### src/rtl/jtopl_pkg.sv
// rtl/jtopl_pkg.sv - shared register map constants and update-strobe enum
package jtopl_pkg;

  localparam logic [7:0] REG_MULT  = 8'h20;
  localparam logic [7:0] REG_KSLTL = 8'h40;
  localparam logic [7:0] REG_ARDR  = 8'h60;
  localparam logic [7:0] REG_SLRR  = 8'h80;
  localparam logic [7:0] REG_FNLO  = 8'hA0;
  localparam logic [7:0] REG_FNHI  = 8'hB0;
  localparam logic [7:0] REG_FBCON = 8'hC0;
  localparam logic [7:0] REG_RHY   = 8'hBD;
  localparam logic [7:0] REG_TEST  = 8'h01;
  localparam logic [7:0] REG_WAV   = 8'hE0;

  localparam int UP_N = 8;

  // Values 0..7 double as bit positions in the held strobe vector.
  typedef enum logic [3:0] {
    UP_FBCON  = 4'd0,
    UP_FNUMLO = 4'd1,
    UP_FNUMHI = 4'd2,
    UP_MULT   = 4'd3,
    UP_KSLTL  = 4'd4,
    UP_ARDR   = 4'd5,
    UP_SLRR   = 4'd6,
    UP_WAV    = 4'd7,
    UP_NONE   = 4'd8
  } up_e;

endpackage

### src/rtl/jtopl_wr_busy.sv
// rtl/jtopl_wr_busy.sv - reloadable cen down-counter driving the CPU busy flag
module jtopl_wr_busy #(
  parameter int BUSY_CYC = 36
) (
  input  logic clk,
  input  logic rst_n,
  input  logic cen,
  input  logic load,
  output logic busy
);

  localparam int W = $clog2(BUSY_CYC + 1);

  logic [W-1:0] cnt;

  always_ff @(posedge clk) begin
    if (!rst_n) begin
      cnt <= '0;
    end else if (load) begin
      cnt <= W'(BUSY_CYC);
    end else if (cen && cnt != '0) begin
      cnt <= cnt - W'(1);
    end
  end

  assign busy = (cnt != '0);

endmodule

### src/rtl/jtopl_wrdec.sv
// rtl/jtopl_wrdec.sv - CPU write decoder: strobes, globals, busy timer
// JTOPL2_EN enables the 0xE0 wave-select decode and reg 0x01 wave_mode.
module jtopl_wrdec
  import jtopl_pkg::*;
#(
  parameter int BUSY_CYC = 36
) (
  input  logic       clk,
  input  logic       rst_n,
  input  logic       cen,
  input  logic       cs_n,
  input  logic       wr_n,
  input  logic       addr,
  input  logic [7:0] din,
  input  logic       zero,
  output logic [7:0] dout,
  output logic       busy,
  output logic       write,
  output logic [7:0] reg_din,
  output logic [1:0] sel_group,
  output logic [2:0] sel_sub,
  output logic       up_fbcon,
  output logic       up_fnumlo,
  output logic       up_fnumhi,
  output logic       up_mult,
  output logic       up_ksl_tl,
  output logic       up_ar_dr,
  output logic       up_sl_rr,
  output logic       up_wav,
  output logic       rhy_en,
  output logic [4:0] rhy_kon,
  output logic       am_dep,
  output logic       vib_dep,
  output logic       wave_mode
);

  logic            act, prev_act, acc, data_wr;
  logic [7:0]      sel_reg;
  logic [UP_N-1:0] up;
  logic [1:0]      zcnt;

  up_e             dec, op_st, ch_st;
  logic [1:0]      dec_grp;
  logic [2:0]      dec_sub;
  logic [4:0]      off;
  logic [3:0]      n;

  assign act     = !cs_n && !wr_n;
  assign acc     = act && !prev_act;
  assign data_wr = acc && addr;

  always_comb begin
    dec     = UP_NONE;
    dec_grp = '0;
    dec_sub = '0;
    off     = sel_reg[4:0];
    n       = sel_reg[3:0];
    case (sel_reg[7:5])
      REG_MULT[7:5]:  op_st = UP_MULT;
      REG_KSLTL[7:5]: op_st = UP_KSLTL;
      REG_ARDR[7:5]:  op_st = UP_ARDR;
      REG_SLRR[7:5]:  op_st = UP_SLRR;
`ifdef JTOPL2_EN
      REG_WAV[7:5]:   op_st = UP_WAV;
`endif
      default:        op_st = UP_NONE;
    endcase
    case (sel_reg[7:4])
      REG_FNLO[7:4]:  ch_st = UP_FNUMLO;
      REG_FNHI[7:4]:  ch_st = UP_FNUMHI;
      REG_FBCON[7:4]: ch_st = UP_FBCON;
      default:        ch_st = UP_NONE;
    endcase
    // Operator slots 6,7 of each group and group 3 do not exist.
    if (op_st != UP_NONE && off[2:0] <= 3'd5 && off[4:3] != 2'd3) begin
      dec     = op_st;
      dec_grp = off[4:3];
      dec_sub = off[2:0];
    end else if (ch_st != UP_NONE && n <= 4'd8) begin
      dec     = ch_st;
      dec_grp = 2'(n / 4'd3);
      dec_sub = 3'(n % 4'd3);
    end
  end

  always_ff @(posedge clk) begin
    if (!rst_n) begin
      prev_act  <= 1'b1;
      sel_reg   <= '0;
      reg_din   <= '0;
      write     <= 1'b0;
      up        <= '0;
      zcnt      <= '0;
      sel_group <= '0;
      sel_sub   <= '0;
      rhy_en    <= 1'b0;
      rhy_kon   <= '0;
      am_dep    <= 1'b0;
      vib_dep   <= 1'b0;
      wave_mode <= 1'b0;
    end else begin
      prev_act <= act;
      write    <= data_wr;
      if (acc && !addr) sel_reg <= din;
      if (data_wr) begin
        reg_din <= din;
        zcnt    <= '0;
        up      <= '0;
        if (dec != UP_NONE) begin
          up[dec[2:0]] <= 1'b1;
          sel_group    <= dec_grp;
          sel_sub      <= dec_sub;
        end
        if (sel_reg == REG_RHY) begin
          {am_dep, vib_dep, rhy_en, rhy_kon} <= din;
        end
`ifdef JTOPL2_EN
        if (sel_reg == REG_TEST) wave_mode <= din[5];
`else
        wave_mode <= 1'b0;
`endif
      end else begin
        // Two start-of-round markers guarantee a complete slot pass.
        if (zcnt == 2'd2) up <= '0;
        if (cen && zero && zcnt != 2'd2) zcnt <= zcnt + 2'd1;
      end
    end
  end

  jtopl_wr_busy #(.BUSY_CYC(BUSY_CYC)) u_busy (
    .clk   (clk),
    .rst_n (rst_n),
    .cen   (cen),
    .load  (data_wr),
    .busy  (busy)
  );

  assign dout      = {busy, 7'b0};
  assign up_fbcon  = up[UP_FBCON];
  assign up_fnumlo = up[UP_FNUMLO];
  assign up_fnumhi = up[UP_FNUMHI];
  assign up_mult   = up[UP_MULT];
  assign up_ksl_tl = up[UP_KSLTL];
  assign up_ar_dr  = up[UP_ARDR];
  assign up_sl_rr  = up[UP_SLRR];
  assign up_wav    = up[UP_WAV];

endmodule

### config.mk
export PLATFORM = sky130hd
export DESIGN_NAME = jtopl_wrdec
export DESIGN_NICKNAME = d
export VERILOG_FILES = /design/src/rtl/jtopl_pkg.sv /design/src/rtl/jtopl_wr_busy.sv /design/src/rtl/jtopl_wrdec.sv
export SDC_FILE = /design/constraint.sdc
export NUM_CORES = 1
export LEC_CHECK = 0
export ABC_AREA = 1
export CAP_MARGIN = 5
export CORE_ASPECT_RATIO = 0.6
export CORE_MARGIN = 3
export CORE_UTILIZATION = 56
export CTS_CLUSTER_DIAMETER = 200
export DETAILED_ROUTE_END_ITERATION = 7
export DONT_BUFFER_PORTS = 1
export PLACE_DENSITY = 0.74
export SYNTH_ARGS = -nofsm -noshare
export SYNTH_HDL_FRONTEND = slang
export SYNTH_SLANG_ARGS = --single-unit
### constraint.sdc
create_clock -name clk -period 2.1 [get_ports clk]
set_input_delay 0.315 -clock clk [delete_from_list [all_inputs] [get_ports clk]]
set_output_delay 0.315 -clock clk [all_outputs]
set_load 0.05 [all_outputs]
Yosys cells after proc, flatten, opt, wreduce, memory -nomap -nowiden
Cells that the tools add are included.
{ "classes": {"n_addsub": 2, "div": 2, "order_cmp": 4, "eq_ne": 14, "muxes": 15, "bitwise_logic": 1, "n_reduce_logical": 21} }
{ "ops": {"columns": ["op", "n"], "rows": [
  ["8-bit two-way mux", 3],
  ["4-bit case mux with 4 select lines", 1],
  ["4-bit equality test (second input constant)", 3],
  ["6-bit two-way mux", 2],
  ["4-bit inequality test (second input constant)", 3],
  ["4-bit case mux with 3 select lines", 1],
  ["1-bit logical AND", 11],
  ["8-bit equality test (second input constant)", 1],
  ["4-bit two-way mux", 2],
  ["3-bit by 2-bit equality test with 1-bit output (second input constant)", 2],
  ["3-bit two-way mux", 2],
  ["6-bit nonzero test", 1],
  ["6-bit by 1-bit subtractor with 6-bit output (second input constant)", 1],
  ["4-bit by 2-bit divider with 4-bit output (second input constant)", 1],
  ["4-bit <= comparator (second input constant)", 1],
  ["1-bit zero test", 4],
  ["3-bit by 4-bit < comparator with 1-bit output (second input constant)", 1],
  ["4-bit by 2-bit remainder unit with 4-bit output (second input constant)", 1],
  ["2-bit two-way mux", 2],
  ["2-bit inequality test (second input constant)", 2],
  ["2-bit AND reduction", 2],
  ["2-bit nonzero test", 2],
  ["1-bit demux with 3-bit select", 1],
  ["3-bit by 1-bit equality test with 1-bit output (second input constant)", 1],
  ["8 further kinds", 8]
]} }
{ "totals": {"regBits": 47, "input_bits": 15} }

Longest topological paths before layout
Gate-level depths: netlist of the first run.
{ "logic_depth": {"ltp_word": 12, "mapped_depth": 18} }

By module
A second synthesis of the first run with hierarchy kept.
{ "unflattened": {"cells_unflattened": 321, "area_unflattened_um2": 2292.2} }
{ "by_module_without_submodules": {"columns": ["mod", "n_inst", "cells_per_inst", "area_each_um2", "seq_area_each_um2"], "rows": [
  ["jtopl_wrdec", 1, 273, 1939.4, 820.8],
  ["jtopl_wr_busy", 1, 48, 352.8, 120.1]
]} }

Worst setup path before layout of the first run
Ideal clock, no wire load.
{ "synth_path": {"kind": "register to register", "from": "register sel_reg[2]", "to": "register sel_sub[0]", "setup_time_ns": 0.124, "arrival_time_ns": 1.946, "path_slack_ns": 0.030, "path_stages_with_launch": 17, "synth_period_minus_slack_ns": 2.070, "cell_sequence": "dfxtp_1 inv_2 nor2_1 ha_1 inv_1 ha_1 nand2_2 inv_2 nand2_1 o21ai_1 ha_1 inv_1 nand3_1 nor2_2 nor2_1 o21ai_0 a21oi_1"} }
{ "synth_between": {"elab_chain_cells": 6, "word_cells_on_any_way": 12, "cone_classes": "1 x div; 2 x order compare; 1 x eq/ne; 4 x mux; 4 x reduce/logical"} }
{ "synth_rtl": {"columns": ["item", "line", "rtl"], "rows": [
  ["from (decl)", "jtopl_wrdec.sv:38", "logic [7:0] sel_reg;"],
  ["from (signal assigned)", "jtopl_wrdec.sv:104", "if (acc && !addr) sel_reg <= din;"],
  ["branches (longest 6 deep; another with 4-bit by 2-bit remainder unit with 4-bit output)", null, null],
  ["to (signal assigned)", "jtopl_wrdec.sv:112", "sel_sub <= dec_sub;"],
  ["to (decl)", "jtopl_wrdec.sv:21", "output logic [2:0] sel_sub,"]
]} }
Parallel ways; which one is timed is not known.
A chain may end at the register's enable or synchronous reset.

Final worst setup path of the first run
{ "layout_path": {"from": "register sel_reg[2]", "to": "register sel_sub[2]"} }
Same word-level chain as after synthesis.

==> summary by stage, run 1 <==
Status
The flow ran to the end, and the final reports show no timing, DRC or antenna violations.

Global routing
Global routing used 29.61% of the available met1 tracks. The largest net degree at the start of global routing is 24. For met3 alone, demand over resource in global routing was 6.466%. The met2 track demand over resource is 31.98%. Global routing consumed, over all layers together, 21.52% of the routing resources. The initial antenna violation count is 0.

The number of global-route vias before repair came to 1680. The first-pass GRT wire length is 7.831 mm. met2 is the most crowded layer.

The total overflow reported by the global router is 0.

Detailed routing
Using the TritonRoute via totals, the vias-per-cell ratio works out to 5.523. In the final routed layout, each cell accounts on average for 14.06 µm. The detailed router finished its first iteration with 96 violations. The detail route stage leaves a number of antenna-violating nets equal to 0. The final wirelength is 4.921 mm. In the routed design, unresolved DRC markers number 0. Before antenna repair, the detailed router went through 5 iterations. Across all layers, the routed design uses between 1500 and 2000 vias.

Logic synthesis
The Yosys step of the flow raised 0 warnings. Counting every instance in the synthesized netlist gives 293. The proportion of netlist area held by the largest area contributor is 43.24%. The library cell occupying the most area in the post-synthesis netlist is dfxtp_1. After synthesis, the cell types taking the most area are dfxtp_1 (43%), nand2_1 (7.4%), nor2_1 (7.2%), nand3_1 (5.1%), o21ai_0 (5.1%). The combined area of all synthesized cells is 2176 µm². The average size of a mapped cell is between 7 and 8 µm². The share of the Yosys chip area taken by registers is approximately 43%.

In this run, synthesis produced a sequential element count of between 40 and 50. The number of different library cells used by synthesis comes to 34.

Finish
The antenna diode instance count is 0. Summing all multi-input logic gate instances after layout gives 1114 µm². Of the cells placed in the final design, the portion with a size suffix greater than 1 is between 10% and 20%.

The final layout contains 324 nets. The synthesis-to-finish area growth is 11.73%. In the final layout, flip-flops and latches occupy 942.2 µm². Fill cells in the final layout number 293. Excluding fillers, the count of instances in the completed layout stands at 350. Measured on the finished design, the core utilization comes to 69.79%.

Worst setup path
The cell that appears most often on the critical path is inv_2. The arrival time of data at the critical path endpoint is 2.23 ns. The master of the slowest instance on the critical path is dfxtp_2. Setup slack on the worst reg-to-reg path comes out at 0.12 ns.

The worst setup path is captured at a flip-flop. The signal on the critical path passes through inv_2 -> nor2_4 -> ha_4 -> inv_2 -> ha_4 -> buf_4 -> o21ai_2 -> ha_2 -> inv_2 -> nand3_4 -> nor2_4 -> nor2_2 -> nand2_1 -> nand3_1 -> nand2_1 -> inv_1. For this run, the slowest stage of the critical path takes 0.34 ns. The launching element type of the critical path is a flip-flop. The depth of the worst register-to-register path is 16. The critical setup path kind is flip-flop to flip-flop. In this run the critical register-to-register path is captured at sel_sub[2]. For the worst setup path, the data required time is 2.36 ns.

The launch instance of the worst register-to-register path is sel_reg[2]. The largest fanout on the critical path is 4.

STA
The final hold violation count is 0. Setup violations remaining at the end of the flow were counted as 0. The final worst-path cycle share is 94.10%. The number of pins with negative max-slew slack in the final report is 0. The clock period could shrink to around 2.0 ns. The worst clock skew is 0.004083 ns. The normalized max-slew margin is 64.33%. Setup repair after global routing left no endpoint under its margin. At the pin with the least slew margin, the transition time is ~0.53 ns. Based on the critical path, the design can be clocked at up to 506.0 MHz.

Floorplan
In this run the core area contains 16 standard-cell rows. The vertical die dimension is 54.29 µm. The core region area is about 3500 µm².

The die covers 4694 µm². From left edge to right edge, the die measures 86.47 µm. The initial standard-cell utilization of the core is 62.46%. The number of top-level pins is 55.

Placement
The total half-perimeter wirelength after legalization and detailed placement is 3.477 mm. The port buffer count is 0. The routability congestion estimate from global placement is 0.8875. The instance count after placement with tap cells included is around 340.

Clock network
After clock tree synthesis, the clock-pin slew on the worst setup and hold paths is 0.09 ns. The clock latency on the worst-skew pair is 0.31 ns. TritonCTS built the clock tree.

The count of clock tree sinks is 47. The clock passes through at most 2 buffers. The tree is rooted in a clkbuf_8. The maximum level of the CTS H-tree is 2. In this run, CTS created clock tree buffers numbering 5.

Min path
The path with the worst hold slack has its endpoint at prev_act. The worst hold path belongs to the class input port to flip-flop. Counting instances, the worst hold path has a depth of 1. The worst hold path begins at rst_n.

Power
The worst-case vdd ir drop is approximately 900 µV. The final total power is between 0.002 and 0.0025 W. The static power due to leakage is between 1 and 1.5 nW. For this design the ratio of total power to cell area is 955.5 nW/µm².

Run
The max-cap violation count is 0.
[timing repair]
| item | CTS | global route |
|---|---|---|
| hold buffers | 0 | 0 |
| buffers inserted | 0 | 3 |
| pin swaps | 1 | 6 |
| gates cloned | 0 | 0 |
| resized for setup | 5 | 13 |
| endpoints found under the setup margin | 4 | 4 |
| hold endpoints to repair | 0 | 0 |
[cells in the final DEF (no fill, tap or decap), types with 2 or more instances in the layout]
| master | instances |
|---|---|
| o21ai_2 | 2 |
| nor2_1 | 40 |
| o22ai_1 | 2 |
| clkbuf_8 | 5 |
| buf_4 | 10 |
| inv_1 | 23 |
| nor3_1 | 2 |
| nand2_1 | 42 |
| inv_2 | 11 |
| conb_1 | 8 |
| a21oi_1 | 20 |
| nand4_1 | 4 |
| nor2_2 | 3 |
| xor2_1 | 2 |
| nand2_2 | 3 |
| nand3_1 | 21 |
| nor2_4 | 3 |
| a21oi_2 | 2 |
| o21ai_1 | 6 |
| ha_1 | 2 |
| ha_4 | 2 |
| a22o_1 | 8 |
| o21ai_0 | 21 |
| dfxtp_1 | 46 |
[kinds of logic after synthesis]
kind of cell | count (synthesis) | synth area share, %
xor gates and xnor gates | 2 | 0.8052
buffers and inverters | 48 | 9.833
and+or+nand+nor | 124 | 24.96
DFF | 47 | 43.24
AOI/OAI and AO/OA | 66 | 18.12
other | 1 | 0.1723
adders and majority gates | 5 | 2.875
[synth_stat cells, drive strengths merged]
cell type / number
dfxtp: 47
o211ai: 1
clkbuf: 3
ha: 5
xor2: 2
a21o: 1
or2: 2
nand3b: 1
nor2: 46
nand4: 4
nand2: 46
conb: 1
nor3: 2
buf: 10
a21boi: 1
o21ai: 29
a22o: 8
a31oi: 1
inv: 34
o22ai: 2
nand3: 23
a21oi: 23
clkinv: 1
[area by class of cell]
cell class | instances | share of cell area (%)
repair buffers | 10 | 3.088
multi-input cells | 205 | 45.81
well taps | 45 | 2.316
flip-flops and latches | 47 | 38.75
inverters | 35 | 5.404
clock inverters | 3 | 1.801
clock buffers | 5 | 2.831
[where the power goes]
| part | switching (W) | internal [W] | total (W) |
|---|---|---|---|
| registers | 0.0000637 | 0.000956 | 0.00102 |
| clock network | 0.000308 | 0.000354 | 0.000663 |
| logic | 0.000461 | 0.000179 | 0.000640 |
| total | 0.000833 | 0.00149 | 0.00232 |
[critical path: cells and delay by family, from the launching register on]
family	cells	cell delay [ns]
flip-flops	1	0.34
adder cells (fa/ha/maj)	3	0.52
AO/OA/AOI/OAI	1	0.15
AND/OR/NAND/NOR	7	0.58
buffers and inverters	5	0.33
[worst max path at each step]
stage / slack (ns) / startpoint / endpoint / depth (start not counted)
6_report: 0.12 / sel_reg[2] / sel_sub[2] / 16
2_1_floorplan: 0.03 / sel_reg[2] / sel_sub[0] / 16
3_3_place_gp: 0.08 / sel_reg[2] / sel_sub[0] / 16
3_5_place_dp: -0.11 / sel_reg[2] / sel_sub[0] / 16
4_1_cts: 0.01 / sel_reg[2] / sel_sub[2] / 18
5_1_grt: 0.002 / sel_reg[2] / sel_sub[1] / 15
[layer usage]
layer,up-vias,share of wire (%)
met5,-,0
met4,0,1.4
met3,8,9.3
met2,78,42
met1,878,47
li1,969,-
[stage by stage]
step	TNS [ns]	cell area [µm²]	hold WS [ns]	setup slack [ns]
2_1_floorplan	0	2202	0.4154	0.02983
3_3_place_gp	0	2228	0.3973	0.07710
4_1_cts	0	2355	0.08018	0.01487
6_report	0	2431	0.08725	0.1238
3_5_place_dp	-0.1602	2228	0.4012	-0.1058
5_1_grt	0	2431	0.09924	0.001692
No activity file was read; power rests on OpenSTA's default activity.
==> run 2, diff against run 1 <==
--- a/config.mk
+++ b/config.mk
@@ -10,10 +10,11 @@
 export CORE_ASPECT_RATIO = 0.6
 export CORE_MARGIN = 3
 export CORE_UTILIZATION = 56
-export CTS_CLUSTER_DIAMETER = 200
+export CTS_CLUSTER_DIAMETER = 50
 export DETAILED_ROUTE_END_ITERATION = 7
 export DONT_BUFFER_PORTS = 1
 export PLACE_DENSITY = 0.74
+export SETUP_SLACK_MARGIN = 0.15
 export SYNTH_ARGS = -nofsm -noshare
 export SYNTH_HDL_FRONTEND = slang
 export SYNTH_SLANG_ARGS = --single-unit
==> summary by stage, run 2 (synthesis results as in run 1) <==
Status
The run finished with clean final reports.

Finish
The net count reported at finish is 330 (+1.9%). In the layout the commonest cells are dfxtp_1 (45), nand2_1 (42), nor2_1 (40). The antenna diode instance count is 0 (unchanged). The number of filler cells placed in the layout is 303 (+3.4%). The fraction of final layout cells sized beyond drive strength 1 is 18.65% (+1.9 points). The core utilization of the finished layout came to 70.80% (+1.0 points). Relative to the synthesized area, the layout overhead comes to 13.34%. The library cell used most frequently in the layout, excluding fill and tap cells, is dfxtp_1.

Worst setup path
The number of buffers and inverters on the critical path is 4 (-1). Among the stages of the critical path, the cell type that occurs most often is inv_2. The worst setup path is captured at a flip-flop. The critical setup path kind is flip-flop to flip-flop.

The required time reported for the critical path endpoint was 2.34 ns (-0.02 ns). The launching element type of the critical path is a flip-flop. The arrival time of data at the critical path endpoint was 2.22 ns (about the same).

On the critical path, the stage with the largest delay is an instance of dfxtp_2. The cell family with the largest share of critical-path delay is simple AND/OR/NAND/NOR gates. The largest fanout on the critical path came to 5 (+1). The signal on the critical path passes through inv_4 -> nor2_4 -> ha_4 -> inv_2 -> ha_4 -> nand2_4 -> inv_2 -> nand2_2 -> o21ai_2 -> ha_2 -> inv_2 -> nand3_4 -> nor2_4 -> nand2_1 -> nand2_1 -> o21ai_1 -> a21oi_1. The highest cell delay on the worst timing path is 0.36 ns (+0.02 ns).

Floorplan
The vertical die dimension came to 54.29 µm (unchanged). The initial standard-cell utilization of the core was 62.46% (unchanged). The number of placement rows is 16 (unchanged).

The core region area is 3483 µm² (unchanged). The die area is 4694 µm² (unchanged). The number of top-level pins is 55 (unchanged). The die outline width was 86.47 µm (unchanged).

Power
The sequential share of power is 45.0% (+1.1 points). The switching share of total power came to 37.63% (+1.8 points). The combinational fraction of design power is 29.3% (+1.7 points). The static power due to leakage came to 1.021 nW (+2.1%). The net switching power is 0.0008518 W (+2.3%). The power per unit of standard cell area was 917.8 nW/µm² (-4.0%). The cell-internal power is 0.001412 W (-5.3%). The worst-case vdd ir drop is 1038 µV (+16%). The relative contribution of the clock network to total power was 25.7% (-2.8 points).

Detailed routing
The final wirelength is 4.845 mm (-1.5%). The remaining number of nets flagged by the antenna check after routing is 0 (unchanged). The initial DRC count is 84 (-13%). The total via count after detailed routing is 1908 (-1.3%).

The routed wirelength normalized by instance count was 13.61 µm (-3.2%). The vias per cell was 5.360 (-3.0%). The first-pass detailed-route iteration total is 4 (-1). The number of remaining DRC errors came to 0 (unchanged).

STA
The final-layout worst hold slack is 0.09698 ns (+0.009730 ns). The number of pins with negative max-slew slack in the final report is 0 (unchanged). The measured slew at the worst slew-check pin is 0.5458 ns (+0.01152 ns).

The normalized max-slew margin is 63.56% (-0.77 points). The setup TNS came to 0 ns (unchanged). The highest clock rate is 504.8 MHz (-0.24%). The setup-violating endpoint count in the final report came to 0 (unchanged). The final worst-path cycle share is 94.33% (+0.23 points). Setup repair after global routing could not meet its margin everywhere. The worst clock skew is 0.008700 ns (+0.004617 ns). The worst setup slack after layout is 0.1190 ns (-0.004824 ns).

The final critical-path required period is 1.981 ns (+0.004824 ns). The final hold violation count is 0 (unchanged).

Min path
The path type of the worst min-delay path is input port to flip-flop.

Placement
The total half-perimeter wirelength after legalization and detailed placement is 3.531 mm (+1.6%). The routability congestion estimate from global placement is 0.8410 (-5.2%). The pre-CTS setup slack is -0.04592 ns (+0.05992 ns). The port buffer count was 0 (unchanged).

Clock network
The maximum level of the CTS H-tree is 2 (unchanged). The TritonCTS clock tree is yes. The number of clock buffers inserted by TritonCTS is 5 (unchanged). The clock transition at the registers of the reported paths is 0.09 ns (about the same). The clock root buffer is clkbuf_8.

The clock latency on the worst-skew pair is 0.30 ns (about the same). The worst-case clock buffer depth was 2 (unchanged). The count of clock tree sinks is 47 (unchanged).

Global routing
The initial antenna violation count came to 0 (unchanged). The first-pass GRT wire length is 7.900 mm (+0.88%). The number of global-route vias before repair came to 1727 (+2.8%).

The largest net degree at the start of global routing was 24 (unchanged). The total overflow reported by the global router is 0 (unchanged). The overall track demand over capacity in global routing was 21.55% (+0.026 points).

Run
The max-cap violation count was 0 (unchanged).
[run 2: cell types whose count changed in the layout (fill, tap and decap cells not counted), sizes merged]
cell	delta
clkbuf	+1
clkinv	-1
bufinv	-1
buf	+6
clkinvlp	+1
[run 2: metal layers]
layer / up-vias / track usage, % / part of all wire, %
met1: 868 / 30.14 / 50
met5: - / 0 / 0
met3: 5 / 6.316 / 7.3
met4: 0 / 4.663 / 0.66
met2: 52 / 33.25 / 42
li1: 983 / - / -
[run 2: metrics by stage]
stage	cell area [µm²]	instances	power [W]
after floorplan	2211	300	0.001606
after global placement	2215	336	0.001660
after detailed placement	2215	336	0.001673
after CTS	2360	346	0.002256
after global routing	2466	356	0.002392
final	2466	356	0.002263
[run 2: power groups by stage]
stage	clock, W	combinational, W	sequential, W
2_1_floorplan	0	0.000577	0.00103
3_3_place_gp	0	0.000622	0.00104
3_5_place_dp	0	0.000635	0.00104
4_1_cts	0.000590	0.000649	0.00102
5_1_grt	0.000622	0.000740	0.00103
6_report	0.000581	0.000663	0.00102
[run 2: layout make-up]
cell class / count / area, µm² / area share (%)
multi-input cells: 205 / 1114 / 45.15
repair buffers: 16 / 120.1 / 4.871
flip-flops and latches: 47 / 943.4 / 38.25
clock buffers: 6 / 82.58 / 3.349
inverters: 35 / 133.9 / 5.429
well taps: 45 / 56.30 / 2.283
clock inverters: 2 / 16.27 / 0.6596
[run 2: path summary, 6_finish.rpt]
kind | end | cells past startpoint | slack (ns) | start
setup reg to reg | sel_sub[0] | 17 | 0.12 | sel_reg[2]
hold reg to reg | u_busy.cnt[0] | 2 | 0.48 | u_busy.cnt[0]
hold / removal | prev_act | 1 | 0.1 | rst_n
setup / recovery | sel_sub[0] | 17 | 0.12 | sel_reg[2]
[run 2: repair_timing]
action                     CTS  global route
pin swaps                    2             5
resized for setup            7             8
buffers inserted             2            10
hold buffers                 0             0
setup endpoints to repair    4             4
==> run 3, diff against run 2 <==
--- a/config.mk
+++ b/config.mk
@@ -9,11 +9,10 @@
 export CAP_MARGIN = 5
 export CORE_ASPECT_RATIO = 0.6
 export CORE_MARGIN = 3
-export CORE_UTILIZATION = 56
+export CORE_UTILIZATION = 44
 export CTS_CLUSTER_DIAMETER = 50
 export DETAILED_ROUTE_END_ITERATION = 7
-export DONT_BUFFER_PORTS = 1
-export PLACE_DENSITY = 0.74
+export PLACE_DENSITY = 0.76
 export SETUP_SLACK_MARGIN = 0.15
 export SYNTH_ARGS = -nofsm -noshare
 export SYNTH_HDL_FRONTEND = slang
==> summary by stage, run 3 (synthesis results as in run 1) <==
Status
The run finished with clean final reports.

Worst setup path
The setup path with the least slack is of type flip-flop to flip-flop. The worst setup path is launched from a flip-flop. The required time reported for the critical path endpoint is 2.28 ns (-0.06 ns). The arrival time of data at the critical path endpoint was 2.10 ns (-0.12 ns). The launch instance of the worst register-to-register path is sel_reg[2]. The cell family with the largest share of critical-path delay is simple AND/OR/NAND/NOR gates.

The largest fanout on the critical path came to 4 (-1). The master of the slowest instance on the critical path is dfxtp_2. The highest cell delay on the worst timing path is 0.36 ns (about the same). Traced cell by cell, the critical path runs through inv_4 -> nor2_4 -> ha_4 -> inv_2 -> ha_4 -> nand2_4 -> inv_4 -> nand2_4 -> o21ai_4 -> ha_4 -> inv_4 -> nand3_4 -> nor2_4 -> nor2_2 -> o21ai_1 -> a21oi_1. The number of buffers and inverters on the critical path was 4 (unchanged). The worst setup path is captured at a flip-flop.

The startpoint of the worst setup timing path is sel_reg[2].

Placement
The total half-perimeter wirelength after legalization and detailed placement came to 3.825 mm (+8.3%). The instance count after placement with tap cells included is 403 (+20%). The port buffer count came to 46 (+46). The pre-CTS setup slack came to -0.06869 ns (-0.02277 ns). The routability congestion estimate from global placement is 0.8789 (+4.5%).

STA
The highest clock rate is 520.5 MHz (+3.1%). The final hold violation count was 0 (unchanged). The final critical-path required period was 1.921 ns (-0.05981 ns). The normalized max-slew margin is 65.45% (+1.9 points). The final worst-path cycle share is 91.49% (-2.8 points).

The worst clock skew is 0.005530 ns (-0.003170 ns). The measured slew at the worst slew-check pin is 0.5166 ns (-0.02917 ns). The setup TNS came to 0 ns (unchanged). The worst setup slack after layout is 0.1788 ns (+0.05981 ns). Setup repair after global routing could not meet its margin everywhere. The number of pins with negative max-slew slack in the final report is 0 (unchanged).

The setup-violating endpoint count in the final report is 0 (unchanged).

Power
The static power due to leakage is 1.218 nW (+19%). The combinational fraction of design power is 34.6% (+5.3 points). The sequential share of power is 42.1% (-2.9 points). The switching share of total power is 38.10% (+0.46 points).

The relative contribution of the clock network to total power is 23.3% (-2.4 points). The power per unit of standard cell area is 795.9 nW/µm² (-13%). The worst-case vdd ir drop is 1033 µV (-0.45%).

The net switching power came to 0.0009108 W (+6.9%). The cell-internal power is 0.001480 W (+4.8%).

Clock network
The clock transition at the registers of the reported paths came to 0.09 ns (about the same). The worst-case clock buffer depth came to 2 (unchanged). The clock root buffer is clkbuf_8. The cts-stage hold buffer count was 0 (unchanged). The maximum level of the CTS H-tree is 2 (unchanged).

The count of clock tree sinks is 47 (unchanged). The clock latency on the worst-skew pair was 0.30 ns (about the same). TritonCTS built the clock tree. The number of clock buffers inserted by TritonCTS is 5 (unchanged).

Global routing
The first-pass GRT wire length was 8.521 mm (+7.9%). The total overflow reported by the global router is 0 (unchanged). The number of global-route vias before repair came to 1863 (+7.9%). The overall track demand over capacity in global routing is 17.86% (-3.7 points). The largest net degree at the start of global routing is 17 (-29%). The initial antenna violation count was 0 (unchanged).

Finish
The library cells used most frequently in the layout, excluding fill and tap cells, are dfxtp_1 (44), clkdlybuf4s50_1 (44), nand2_1 (42). The number of filler cells placed in the layout is 433 (+43%). The net count reported at finish is 379 (+15%). The fraction of final layout cells sized beyond drive strength 1 is 18.33% (-0.32 points). The antenna diode instance count came to 0 (unchanged). The area growth from synthesis to layout is 38.07%. The non-filler instance count after layout came to 423 (+19%).

Detailed routing
The vias per cell is 4.974 (-7.2%). The initial DRC count came to 76 (-9.5%). The number of remaining DRC errors is 0 (unchanged).

The final wirelength was 5.323 mm (+9.9%). The total via count after detailed routing was 2104 (+10%). The routed wirelength normalized by instance count is 12.58 µm (-7.5%).

The remaining number of nets flagged by the antenna check after routing was 0 (unchanged). The first-pass detailed-route iteration total is 4 (unchanged).

Floorplan
The die area is 5853 µm² (+25%). The core region area is 4659 µm² (+34%). The number of top-level pins was 55 (unchanged). The number of placement rows is 19 (+3). The die outline width is 96.79 µm (+12%). The vertical die dimension came to 60.47 µm (+11%). The initial standard-cell utilization of the core came to 46.70% (-16 points).

Min path
The tightest min-delay check is of the flip-flop to flip-flop type. The hold path startpoint is up[7].

Run
The max-cap violation count is 0 (unchanged).
run 3: power by group through the flow:
stage               Clock (W)  Combinational [W]  Sequential (W)
floorplan                   0           0.000577         0.00103
global placement            0           0.000730         0.00102
detailed placement          0           0.000749         0.00102
CTS                  0.000562           0.000762         0.00100
global route         0.000601           0.000903         0.00102
finish               0.000556           0.000827         0.00101
run 3: path summary, 6_finish.rpt:
path	endpoint	slack, ns	depth (start not counted)
max	sel_sub[0]	0.18	16
min	up[7]	0.45	2
max reg2reg	sel_sub[0]	0.18	16
min reg2reg	up[7]	0.45	2
run 3: cell type report:
class | count | area, µm² | share of cell area [%]
flip-flops and latches | 47 | 947.2 | 31.53
clock buffers | 5 | 68.82 | 2.291
repair buffers | 65 | 605.6 | 20.16
inverters | 35 | 138.9 | 4.623
multi-input cells | 205 | 1146 | 38.15
clock inverters | 3 | 18.77 | 0.6247
well taps | 63 | 78.83 | 2.624
run 3: per-layer routing:
layer | share of wire, % | up-vias | routed length, µm | track usage (%)
li1 | - | 1083 | - | -
met1 | 50 | 965 | 2677 | 24.75
met2 | 43 | 52 | 2269 | 27.84
met3 | 6.5 | 4 | 344 | 5.741
met4 | 0.58 | 0 | 31 | 3.600
met5 | 0 | - | 0 | 0
run 3: stage by stage:
step	hold WS [ns]	power, W	util [%]	cell area [µm²]
after floorplan	0.4154	0.001606	-	2211
after detailed placement	0.4352	0.001772	58.27	2715
after CTS	0.4482	0.002327	62.46	2910
after global routing	0.4604	0.002522	64.47	3004
after global placement	0.4289	0.001752	58.27	2715
final	0.4499	0.002391	64.47	3004
run 3: worst register-to-register path: cells and delay by family, from the launching register on:
| family | cells | cell delay, ns |
|---|---|---|
| and+or+nand+nor | 6 | 0.50 |
| adders and majority gates | 3 | 0.45 |
| AOI/OAI and AO/OA | 3 | 0.30 |
| DFF | 1 | 0.36 |
| buffers and inverters | 4 | 0.18 |
run 3: timing repair:
| item | 4_1_cts | 5_1_grt |
|---|---|---|
| setup endpoints to repair | 4 | 6 |
| gates resized for setup | 13 | 13 |
| pin swaps | 8 | 11 |
| buffers inserted | 7 | 5 |
